$ cat src/rtl/aes_pkg.sv
// Shared Rijndael helpers: NB legality, row offsets, byte placement, and the
// occupancy encoding of the output skid buffer.
package aes_pkg;

  typedef enum logic [1:0] {
    OCC_EMPTY = 2'd0,
    OCC_ONE   = 2'd1,
    OCC_FULL  = 2'd2
  } occ_e;

  function automatic bit nb_legal(input int nb);
    return (nb == 4) || (nb == 6) || (nb == 8);
  endfunction

  // Rijndael ShiftRows offsets; only the 256-bit block widens rows 2 and 3.
  function automatic int row_shift(input int nb, input int r);
    int s;
    case (r)
      0:       s = 0;
      1:       s = 1;
      2:       s = (nb == 8) ? 3 : 2;
      default: s = (nb == 8) ? 4 : 3;
    endcase
    return s;
  endfunction

  // LSB position of byte (r,c); byte (0,0) is the most significant byte.
  function automatic int byte_lsb(input int nb, input int r, input int c);
    return 32*nb - 8 - 8*(4*c + r);
  endfunction

endpackage

$ cat src/rtl/shift_rows_pipe_if.sv
// Valid/ready stream bundle for shift_rows_pipe; the pipe is the slave side.
interface shift_rows_pipe_if #(
  parameter int NB    = 4,
  parameter int TAG_W = 4
);
  localparam int W = 32*NB;

  logic             in_valid;
  logic             in_ready;
  logic [W-1:0]     in_state;
  logic             in_inv;
  logic [TAG_W-1:0] in_tag;
  logic             out_valid;
  logic             out_ready;
  logic [W-1:0]     out_state;
  logic [TAG_W-1:0] out_tag;
  logic             busy;

  modport master (
    output in_valid, in_state, in_inv, in_tag, out_ready,
    input  in_ready, out_valid, out_state, out_tag, busy
  );

  modport slave (
    input  in_valid, in_state, in_inv, in_tag, out_ready,
    output in_ready, out_valid, out_state, out_tag, busy
  );

endinterface

$ cat src/rtl/shift_rows_nb.sv
// Combinational Rijndael ShiftRows / InvShiftRows for NB = 4, 6 or 8 columns.
module shift_rows_nb
  import aes_pkg::*;
#(
  parameter int NB = 4
) (
  input  logic [32*NB-1:0] state,
  input  logic             inv,
  output logic [32*NB-1:0] result
);

  if (!nb_legal(NB)) begin : g_bad_nb
    $error("shift_rows_nb: NB must be 4, 6 or 8");
  end

  for (genvar r = 0; r < 4; r++) begin : g_row
    for (genvar c = 0; c < NB; c++) begin : g_col
      localparam int S     = row_shift(NB, r);
      localparam int FWD_C = (c + S) % NB;
      localparam int INV_C = (c - S + NB) % NB;

      assign result[byte_lsb(NB, r, c) +: 8] =
        inv ? state[byte_lsb(NB, r, INV_C) +: 8]
            : state[byte_lsb(NB, r, FWD_C) +: 8];
    end
  end

endmodule

$ cat src/rtl/shift_rows_pipe.sv
// ShiftRows stage with latency 1, followed by a 2-entry skid buffer that keeps
// in_ready free of any combinational dependence on out_ready.
//
// state     | meaning
// OCC_EMPTY | nothing held, out_valid = 0
// OCC_ONE   | output register holds a block, skid empty
// OCC_FULL  | output register and skid register both hold blocks, in_ready = 0
module shift_rows_pipe
  import aes_pkg::*;
#(
  parameter int NB    = 4,
  parameter int TAG_W = 4
) (
  input logic               clk,
  input logic               rst,
  shift_rows_pipe_if.slave  bus
);

  localparam int W = 32*NB;

  if (!nb_legal(NB)) begin : g_bad_nb
    $error("shift_rows_pipe: NB must be 4, 6 or 8");
  end

  logic [W-1:0]     shifted;
  occ_e             occ;
  logic             out_valid_q;
  logic             skid_full_q;
  logic             ready_q;
  logic [W-1:0]     out_state_q;
  logic [TAG_W-1:0] out_tag_q;
  logic [W-1:0]     skid_state_q;
  logic [TAG_W-1:0] skid_tag_q;
  logic             in_ready;
  logic             in_fire;
  logic             out_fire;
  logic             out_load;
  logic             skid_load;

  shift_rows_nb #(.NB(NB)) u_shift (
    .state  (bus.in_state),
    .inv    (bus.in_inv),
    .result (shifted)
  );

  // ready_q is preset during reset so the port is already high on the first
  // cycle after release; gating with rst keeps it low while reset is held.
  assign in_ready = ready_q & ~rst;
  assign in_fire  = bus.in_valid & in_ready;
  assign out_fire = out_valid_q & bus.out_ready;

  always_comb begin
    out_load  = 1'b0;
    skid_load = 1'b0;
    unique case (occ)
      OCC_EMPTY: out_load = in_fire;
      OCC_ONE: begin
        out_load  = in_fire & out_fire;
        skid_load = in_fire & ~out_fire;
      end
      OCC_FULL:  out_load = out_fire;
      default: begin
        out_load  = 1'b0;
        skid_load = 1'b0;
      end
    endcase
  end

  always_ff @(posedge clk) begin
    if (rst) begin
      occ         <= OCC_EMPTY;
      out_valid_q <= 1'b0;
      skid_full_q <= 1'b0;
      ready_q     <= 1'b1;
    end else begin
      unique case (occ)
        OCC_EMPTY: begin
          if (in_fire) begin
            occ         <= OCC_ONE;
            out_valid_q <= 1'b1;
          end
        end
        OCC_ONE: begin
          if (in_fire && !out_fire) begin
            occ         <= OCC_FULL;
            skid_full_q <= 1'b1;
            ready_q     <= 1'b0;
          end else if (!in_fire && out_fire) begin
            occ         <= OCC_EMPTY;
            out_valid_q <= 1'b0;
          end
        end
        OCC_FULL: begin
          if (out_fire) begin
            occ         <= OCC_ONE;
            skid_full_q <= 1'b0;
            ready_q     <= 1'b1;
          end
        end
        default: begin
          occ         <= OCC_EMPTY;
          out_valid_q <= 1'b0;
          skid_full_q <= 1'b0;
          ready_q     <= 1'b1;
        end
      endcase
    end
  end

  // Payload registers carry no reset; their contents are qualified by the flags.
  always_ff @(posedge clk) begin
    if (out_load) begin
      out_state_q <= (occ == OCC_FULL) ? skid_state_q : shifted;
      out_tag_q   <= (occ == OCC_FULL) ? skid_tag_q   : bus.in_tag;
    end
    if (skid_load) begin
      skid_state_q <= shifted;
      skid_tag_q   <= bus.in_tag;
    end
  end

  assign bus.in_ready  = in_ready;
  assign bus.out_valid = out_valid_q;
  assign bus.out_state = out_state_q;
  assign bus.out_tag   = out_tag_q;
  assign bus.busy      = out_valid_q | skid_full_q;

endmodule
$ cat src/flat_wrapper.sv
// flat-port wrapper written by rule: the top's interface ports become plain ports
module shift_rows_pipe_flat import aes_pkg::*;
#(
  parameter int NB    = 4,
  parameter int TAG_W = 4
)
  (clk, rst, bus_in_valid, bus_in_state, bus_in_inv, bus_in_tag, bus_out_ready, bus_in_ready, bus_out_valid, bus_out_state, bus_out_tag, bus_busy);
  shift_rows_pipe_if #(.NB(NB), .TAG_W(TAG_W)) bus_i ();
  input logic clk;
  input logic rst;
  input wire logic [$bits(bus_i.in_valid)-1:0] bus_in_valid;
  input wire logic [$bits(bus_i.in_state)-1:0] bus_in_state;
  input wire logic [$bits(bus_i.in_inv)-1:0] bus_in_inv;
  input wire logic [$bits(bus_i.in_tag)-1:0] bus_in_tag;
  input wire logic [$bits(bus_i.out_ready)-1:0] bus_out_ready;
  output wire logic [$bits(bus_i.in_ready)-1:0] bus_in_ready;
  output wire logic [$bits(bus_i.out_valid)-1:0] bus_out_valid;
  output wire logic [$bits(bus_i.out_state)-1:0] bus_out_state;
  output wire logic [$bits(bus_i.out_tag)-1:0] bus_out_tag;
  output wire logic [$bits(bus_i.busy)-1:0] bus_busy;
  assign bus_i.in_valid = bus_in_valid;
  assign bus_i.in_state = bus_in_state;
  assign bus_i.in_inv = bus_in_inv;
  assign bus_i.in_tag = bus_in_tag;
  assign bus_i.out_ready = bus_out_ready;
  assign bus_in_ready = bus_i.in_ready;
  assign bus_out_valid = bus_i.out_valid;
  assign bus_out_state = bus_i.out_state;
  assign bus_out_tag = bus_i.out_tag;
  assign bus_busy = bus_i.busy;
  shift_rows_pipe #(.NB(NB), .TAG_W(TAG_W)) u_core (.clk(clk), .rst(rst), .bus(bus_i));
endmodule
$ cat config.mk
export PLATFORM = sky130hd
export DESIGN_NAME = shift_rows_pipe_flat
export DESIGN_NICKNAME = d
export VERILOG_FILES = /design/src/rtl/aes_pkg.sv /design/src/rtl/shift_rows_pipe_if.sv /design/src/rtl/shift_rows_nb.sv /design/src/rtl/shift_rows_pipe.sv /design/src/flat_wrapper.sv
export SDC_FILE = /design/constraint.sdc
export NUM_CORES = 1
export LEC_CHECK = 0
export CORE_ASPECT_RATIO = 1.1
export CORE_MARGIN = 8
export CORE_UTILIZATION = 35
export CTS_CLUSTER_SIZE = 14
export DETAILED_ROUTE_END_ITERATION = 6
export REMOVE_ABC_BUFFERS = 1
export SYNTH_ARGS = -nofsm -noshare
export SYNTH_HDL_FRONTEND = slang
export SYNTH_SLANG_ARGS = --single-unit
$ cat constraint.sdc
create_clock -name clk -period 42.3 [get_ports clk]
set_input_delay 8.46 -clock clk [delete_from_list [all_inputs] [get_ports clk]]
set_output_delay 8.46 -clock clk [all_outputs]
set_load 0.005 [all_outputs]
==> metrics.md, run 1 <==
| Metric | Value |
|---|---|
| Slowest CP cell | `clkdlybuf4s50_1` |
| Starting Density | `35.7%` |
| Clock Skew | `0.0132 ns` |
| Clock transition at path regs | `0.06 ns` |
| Routability cong. | `0.760` |
| CORE AREA | `0.0305 sq mm` |
| Setup TNS | `0 ns` |
| Root buf cell | `clkbuf_16` |
| Clk sink count | `269` |
| CP Class | `in -> out` |
| Total track usage | `12.7%` |
| Vias in the first global route | `6252` |
| Cell Area, Synth | `0.0109 sq mm` |
| Worst EP required | `33.84 ns` |
| Post-CTS setup buffer count | `0` |
| Clock tree buffer depth | `3` |
| Placed instance count | `1186` |
| Max VDD drop | `0.0234 mV` |
| Post-Place Setup Slack | `24.18 ns` |
| First drt pass iteration count | `4` |
| Final ANT Viol Nets | `0` |
| Pwr Total | `628 uW` |
| Headroom to the max-slew limit | `31.8%` |
| Most common cell in the netlist | `edfxtp_1` |
| Hold Violations, Final | `0` |
| Inserted Clock Buffers | `29` |
| Period minus WS final | `18.13 ns` |
| Layout Cells excl Fill | `1239` |
| Critical path's most frequent cell | `clkdlybuf4s50_1` |
| Hold WC Path Type | `reg -> reg` |
| Hold-fix buffers, CTS | `0` |
| I/O pin total | `272` |
| Highest net fanout along the worst path | `8` |
| Ys flop type | `edfxtp_1` |
| # port buffers | `271` |
| Via count | `5717` |
| DR DRC count | `0` |
| Layout cells sized above 1 | `29.4%` |
| CP Capture Type | `primary output` |
| Avg WL per Cell | `19.7 um` |
| Detailed Route WL | `24400 um` |
| Number of flops mapped to enable cells by yosys | `264` |
| Post-Syn Area per Cell | `21.1 sq um` |
| Top cell type's share of synthesized area | `72.8%` |
| Area Overhead vs Synth | `36.4%` |
| Leak | `0.00524 uW` |
| Maxcap violations | `0` |
| Largest net degree at the start of global routing | `70` |
| H-tree depth | `1` |
| Yosys top cell by area | `edfxtp_1` |
| Crit share post-route | `42.9%` |
| CP cell instances | `clkdlybuf4s50_1 -> nor2b_1 -> clkdlybuf4s50_1` |
| YS warnings | `0` |
| Pwr/cell area | `42.3 mW/mm^2` |
| First-pass GRT wire length | `37300 um` |
| TritonCTS clock tree | `yes` |
| Total grt overflow | `0` |
| Final WS setup | `24.17 ns` |
| Final core occ | `48.6%` |
| Die Width | `184 um` |
| Crit path largest cell delay | `0.54 ns` |
| Die area | `0.0370 sq mm` |
| Worst Max-Slew Pin Slew | `1.02 ns` |
| Via-to-Cell Ratio | `4.61` |
| Synth Register Bits | `269` |
| DR iter-0 viols | `310` |
| Post-Syn Instances | `517` |
| Std-Cell Rows | `67` |
| Top cells by area, synth | `edfxtp_1 73%, mux2_2 13%, mux2_4 9.5%` |
| Worst path arrival time | `9.67 ns` |
| Top post-synthesis cells by count | `264 x edfxtp_1, 127 x mux2_2, 69 x mux2_4` |
| Ys async rst share | `0%` |
| Sequential area share after synthesis | `73.8%` |
| Startpoint Class | `input port` |
| RSZ-0062 raised after global routing | `false` |
| DP Wirelength | `16300 um` |
| Max Clock Freq | `55.1 MHz` |
| Setup violators final | `0` |
| Post-synth cell types | `27` |
| # nets final | `940` |
| Slew Limit Fails | `0` |
| Die Y | `201 um` |
| Outcome | `finished clean` |
| Filler instances | `2569` |
| Initial antenna violation count | `2` |
| Clock Latency Late Sink | `0.53 ns` |
| # resized after CTS | `0` |
[power breakdown]
group | total [uW] | leakage [uW] | switching, uW | internal, uW
Combinational | 76.4 | 0.00236 | 29.6 | 46.9
Sequential | 318 | 0.00246 | 4.85 | 313
Clock | 234 | 0.000421 | 97.4 | 137
[critical path, delay by kind of cell]
family	cells	cell delay (ns)
simple gates	1	0.16
buf+inv	2	1.06
[state kept, by name (all words and copies together) (netlist names)]
signal	cells
u_core.bus.out_tag	4
u_core.ready_q	1
u_core.skid_full_q	1
u_core.skid_state_q	128
u_core.skid_tag_q	4
u_core.occ	2
u_core.bus.out_state	128
u_core.bus.out_valid	1
[per-layer routing]
| layer | vias to the layer above | track usage (%) | routed length [um] |
|---|---|---|---|
| li1 | 2625 | - | - |
| met1 | 2847 | 15.4 | 10100 |
| met2 | 213 | 21.5 | 11900 |
| met3 | 32 | 4.07 | 2090 |
| met4 | 0 | 3.00 | 318 |
| met5 | - | 0 | 0 |
[kinds of logic after synthesis]
group | Yosys count | synth area share, %
flops | 269 | 73.8
mux | 196 | 22.7
buf+inv | 25 | 2.00
compound gates | 14 | 0.920
simple gates | 13 | 0.655
[cell type report]
cell class,instances,area (sq um),share of cell area (%)
multi-input cells,223,2660,17.9
inverters,2,7.51,0.0506
repair buffers,278,2760,18.6
clock inverters,14,109,0.733
flip-flops and latches,269,8030,54.1
well taps,414,518,3.49
diodes,2,5.00,0.0337
clock buffers,37,756,5.09
[path summary, 6_finish.rpt]
kind / cells after the start / to / start / slack [ns]
worst max-delay path: 3 / bus_in_ready / rst / 24.17
worst min-delay path: 1 / u_core.bus.out_state[66] / u_core.skid_state_q[66] / 0.54
worst max register to register: 3 / u_core.bus.out_state[31] / u_core.occ[0] / 39.57
worst min register to register: 1 / u_core.bus.out_state[66] / u_core.skid_state_q[66] / 0.54
[cell usage in the layout, fill, tap and decap left out]
cell	n
buf_4	7
and3b_1	2
a22o_4	1
bufinv_16	2
a21o_1	1
mux2_4	69
nor3b_1	1
clkinv_2	3
o21ai_0	2
nor2b_1	1
a2111oi_0	1
nand2b_4	1
clkbuf_1	8
edfxtp_1	264
buf_2	1
nand2_1	4
a21oi_1	3
clkinv_1	9
a221oi_1	1
a21bo_2	1
dfxtp_1	5
nor2_1	2
o21bai_1	2
inv_1	2
clkdlybuf4s50_1	270
mux2_2	127
diode_2	2
o21a_1	1
nor4_2	1
clkbuf_16	29
nor3_1	1
a211o_1	1
[stage by stage]
step	area, sq um	hold WS [ns]
finish	14800	0.542
global route	14800	0.551
CTS	14800	0.546
detailed placement	14000	0.533
global placement	14000	0.530
floorplan	10700	0.494
Note: power is estimated with default switching activity, not from simulation.
==> inputs of run 2 (changes only) <==
==> constraint.sdc (replaced) <==
create_clock -name clk -period 14.7 [get_ports clk]
set_input_delay 2.94 -clock clk [delete_from_list [all_inputs] [get_ports clk]]
set_output_delay 2.94 -clock clk [all_outputs]
set_load 0.005 [all_outputs]
==> run 2 against run 1 <==
Compared with the run above:
- final area decreased by 0.22%
- core utilization decreased by 0.11 points
- count of clock-buffer cells in the layout decreased by 2
- cell count decreased by 0.24%
- via count increased by 0.54%
- worst setup slack got worse by 17 ns
- register-to-register slack got worse by 28 ns
- sequential share of layout area increased by 0.12 points
- total power increased to 2.8 times the previous value
- hold slack got worse by 0.0040 ns
- global-route usage increased by 0.057 points
- critical path type unchanged
- largest power group unchanged
==> metrics.md, run 2 (synthesis gave the netlist of run 1 again) <==
| Metric | Value |
|---|---|
| Post-Place Setup Slack | `7.61 ns` |
| # port buffers | `271` |
| Commonest cells after routing, fill and taps aside | `270 x clkdlybuf4s50_1, 264 x edfxtp_1, 127 x mux2_2` |
| Switching pwr | `377 uW` |
| # resized after CTS | `0` |
| DP Wirelength | `16500 um` |
| Clock tree buffer depth | `3` |
| DR DRC count | `0` |
| Final core occ | `48.5%` |
| Max VDD drop | `0.0663 mV` |
| Worst path arrival time | `4.18 ns` |
| Reg2Reg Depth | `4` |
| Startpoint Class | `input port` |
| Slew Limit Fails | `0` |
| Avg WL per Cell | `19.9 um` |
| CP Capture Type | `primary output` |
| Outcome | `finished clean` |
| Worst Hold End | `u_core.bus.out_state[59]` |
| Pwr Total | `1790 uW` |
| Hold Violations, Final | `0` |
| Crit share post-route | `48.4%` |
| TritonCTS clock tree | `yes` |
| Register-to-register setup slack | `11.66 ns` |
| Max Clock Freq | `141 MHz` |
| Worst hold start | `u_core.skid_state_q[59]` |
| R2R Path End | `u_core.skid_state_q[21]` |
| Die Y | `201 um` |
| Pwr/cell area | `121 mW/mm^2` |
| Clock Skew | `0.00962 ns` |
| Int Pwr | `1410 uW` |
| Total track usage | `12.7%` |
| DR iter-0 viols | `328` |
| Flop pwr share | `51.2%` |
| Vias in the first global route | `6278` |
| Period minus WS final | `7.12 ns` |
| Die Width | `184 um` |
| Final WS setup | `7.58 ns` |
| Leak | `0.00523 uW` |
| Root buf cell | `clkbuf_16` |
| Routability cong. | `0.779` |
| Switching Fraction | `21.1%` |
| Clock transition at path regs | `0.06 ns` |
| Clock group share of total power | `36.5%` |
| Inserted Clock Buffers | `29` |
| I/O pin total | `272` |
| Hold depth | `1` |
| H-tree depth | `1` |
| Die area | `0.0370 sq mm` |
| Area Overhead vs Synth | `36.1%` |
| Post-CTS setup buffer count | `0` |
| Largest net degree at the start of global routing | `70` |
| Via-to-Cell Ratio | `4.65` |
| N_diodes | `0` |
| Hold WC Path Type | `reg -> reg` |
| First drt pass iteration count | `6` |
| Worst Max-Slew Pin Slew | `0.968 ns` |
| Highest net fanout along the worst path | `8` |
| CORE AREA | `0.0305 sq mm` |
| Worst EP required | `11.76 ns` |
| Hold-fix buffers, CTS | `0` |
| Clock Latency Late Sink | `0.52 ns` |
| Layout cells sized above 1 | `29.6%` |
| Via count | `5748` |
| Std-Cell Rows | `67` |
| Logic pwr share | `12.3%` |
| Final ANT Viol Nets | `0` |
| Clk sink count | `269` |
| Commonest non-fill, non-tap cell in the layout | `clkdlybuf4s50_1` |
| Launch point of the critical path | `rst` |
| Maxcap violations | `0` |
| CP Class | `in -> out` |
| Total grt overflow | `0` |
| Initial antenna violation count | `2` |
| Setup violators final | `0` |
| RSZ-0062 raised after global routing | `false` |
| Headroom to the max-slew limit | `35.5%` |
| Detailed Route WL | `24600 um` |
| Starting Density | `35.7%` |
| First-pass GRT wire length | `37200 um` |
| # nets final | `940` |
| RR Startpoint | `u_core.occ[0]` |
run 2: per-layer routing:
layer	routed length, um	global-route usage, %	up-vias	part of all wire (%)
met4	333	2.62	4	1.4
met5	27	0	-	0.11
met2	11900	21.3	220	48
li1	-	-	2628	-
met1	10200	15.7	2868	42
met3	2120	4.29	28	8.6
run 2: final cells by class:
cell class              instances  area, sq um
fillers                      2590        15700
flip-flops and latches        269         8030
repair buffers                278         2760
multi-input cells             223         2660
clock buffers                  35          748
well taps                     414          518
clock inverters                15         88.8
inverters                       2         7.51
run 2: how the worst max path moves through the flow:
stage                                         to  slack [ns]  cells after the start
after global placement              bus_in_ready        7.62                      3
after floorplan           u_core.skid_state_q[0]       -2.00                      1
after detailed placement            bus_in_ready        7.61                      3
after global routing                bus_in_ready        7.54                      3
final                               bus_in_ready        7.58                      3
after CTS                           bus_in_ready        7.60                      3
run 2: metrics by stage:
step           cell area [sq um]  hold slack (ns)  TNS [ns]  cells
2_1_floorplan              10700            0.494   -263.38    494
4_1_cts                    14800            0.546         0   1236
6_report                   14800            0.538         0   1236
3_5_place_dp               14000            0.533         0   1186
3_3_place_gp               14000            0.529         0   1186
5_1_grt                    14800            0.557         0   1236
run 2: worst max-delay path, stage by stage:
cell and delay, ns:
clkdlybuf4s50_1 0.54, nor2b_1 0.18, clkdlybuf4s50_1 0.52
run 2: power by group through the flow:
stage	combinational, uW	sequential (uW)	clock [uW]
after global placement	218	929	0
after global routing	237	918	699
after floorplan	107	939	0
after CTS	225	915	673
after detailed placement	224	931	0
final	220	914	651
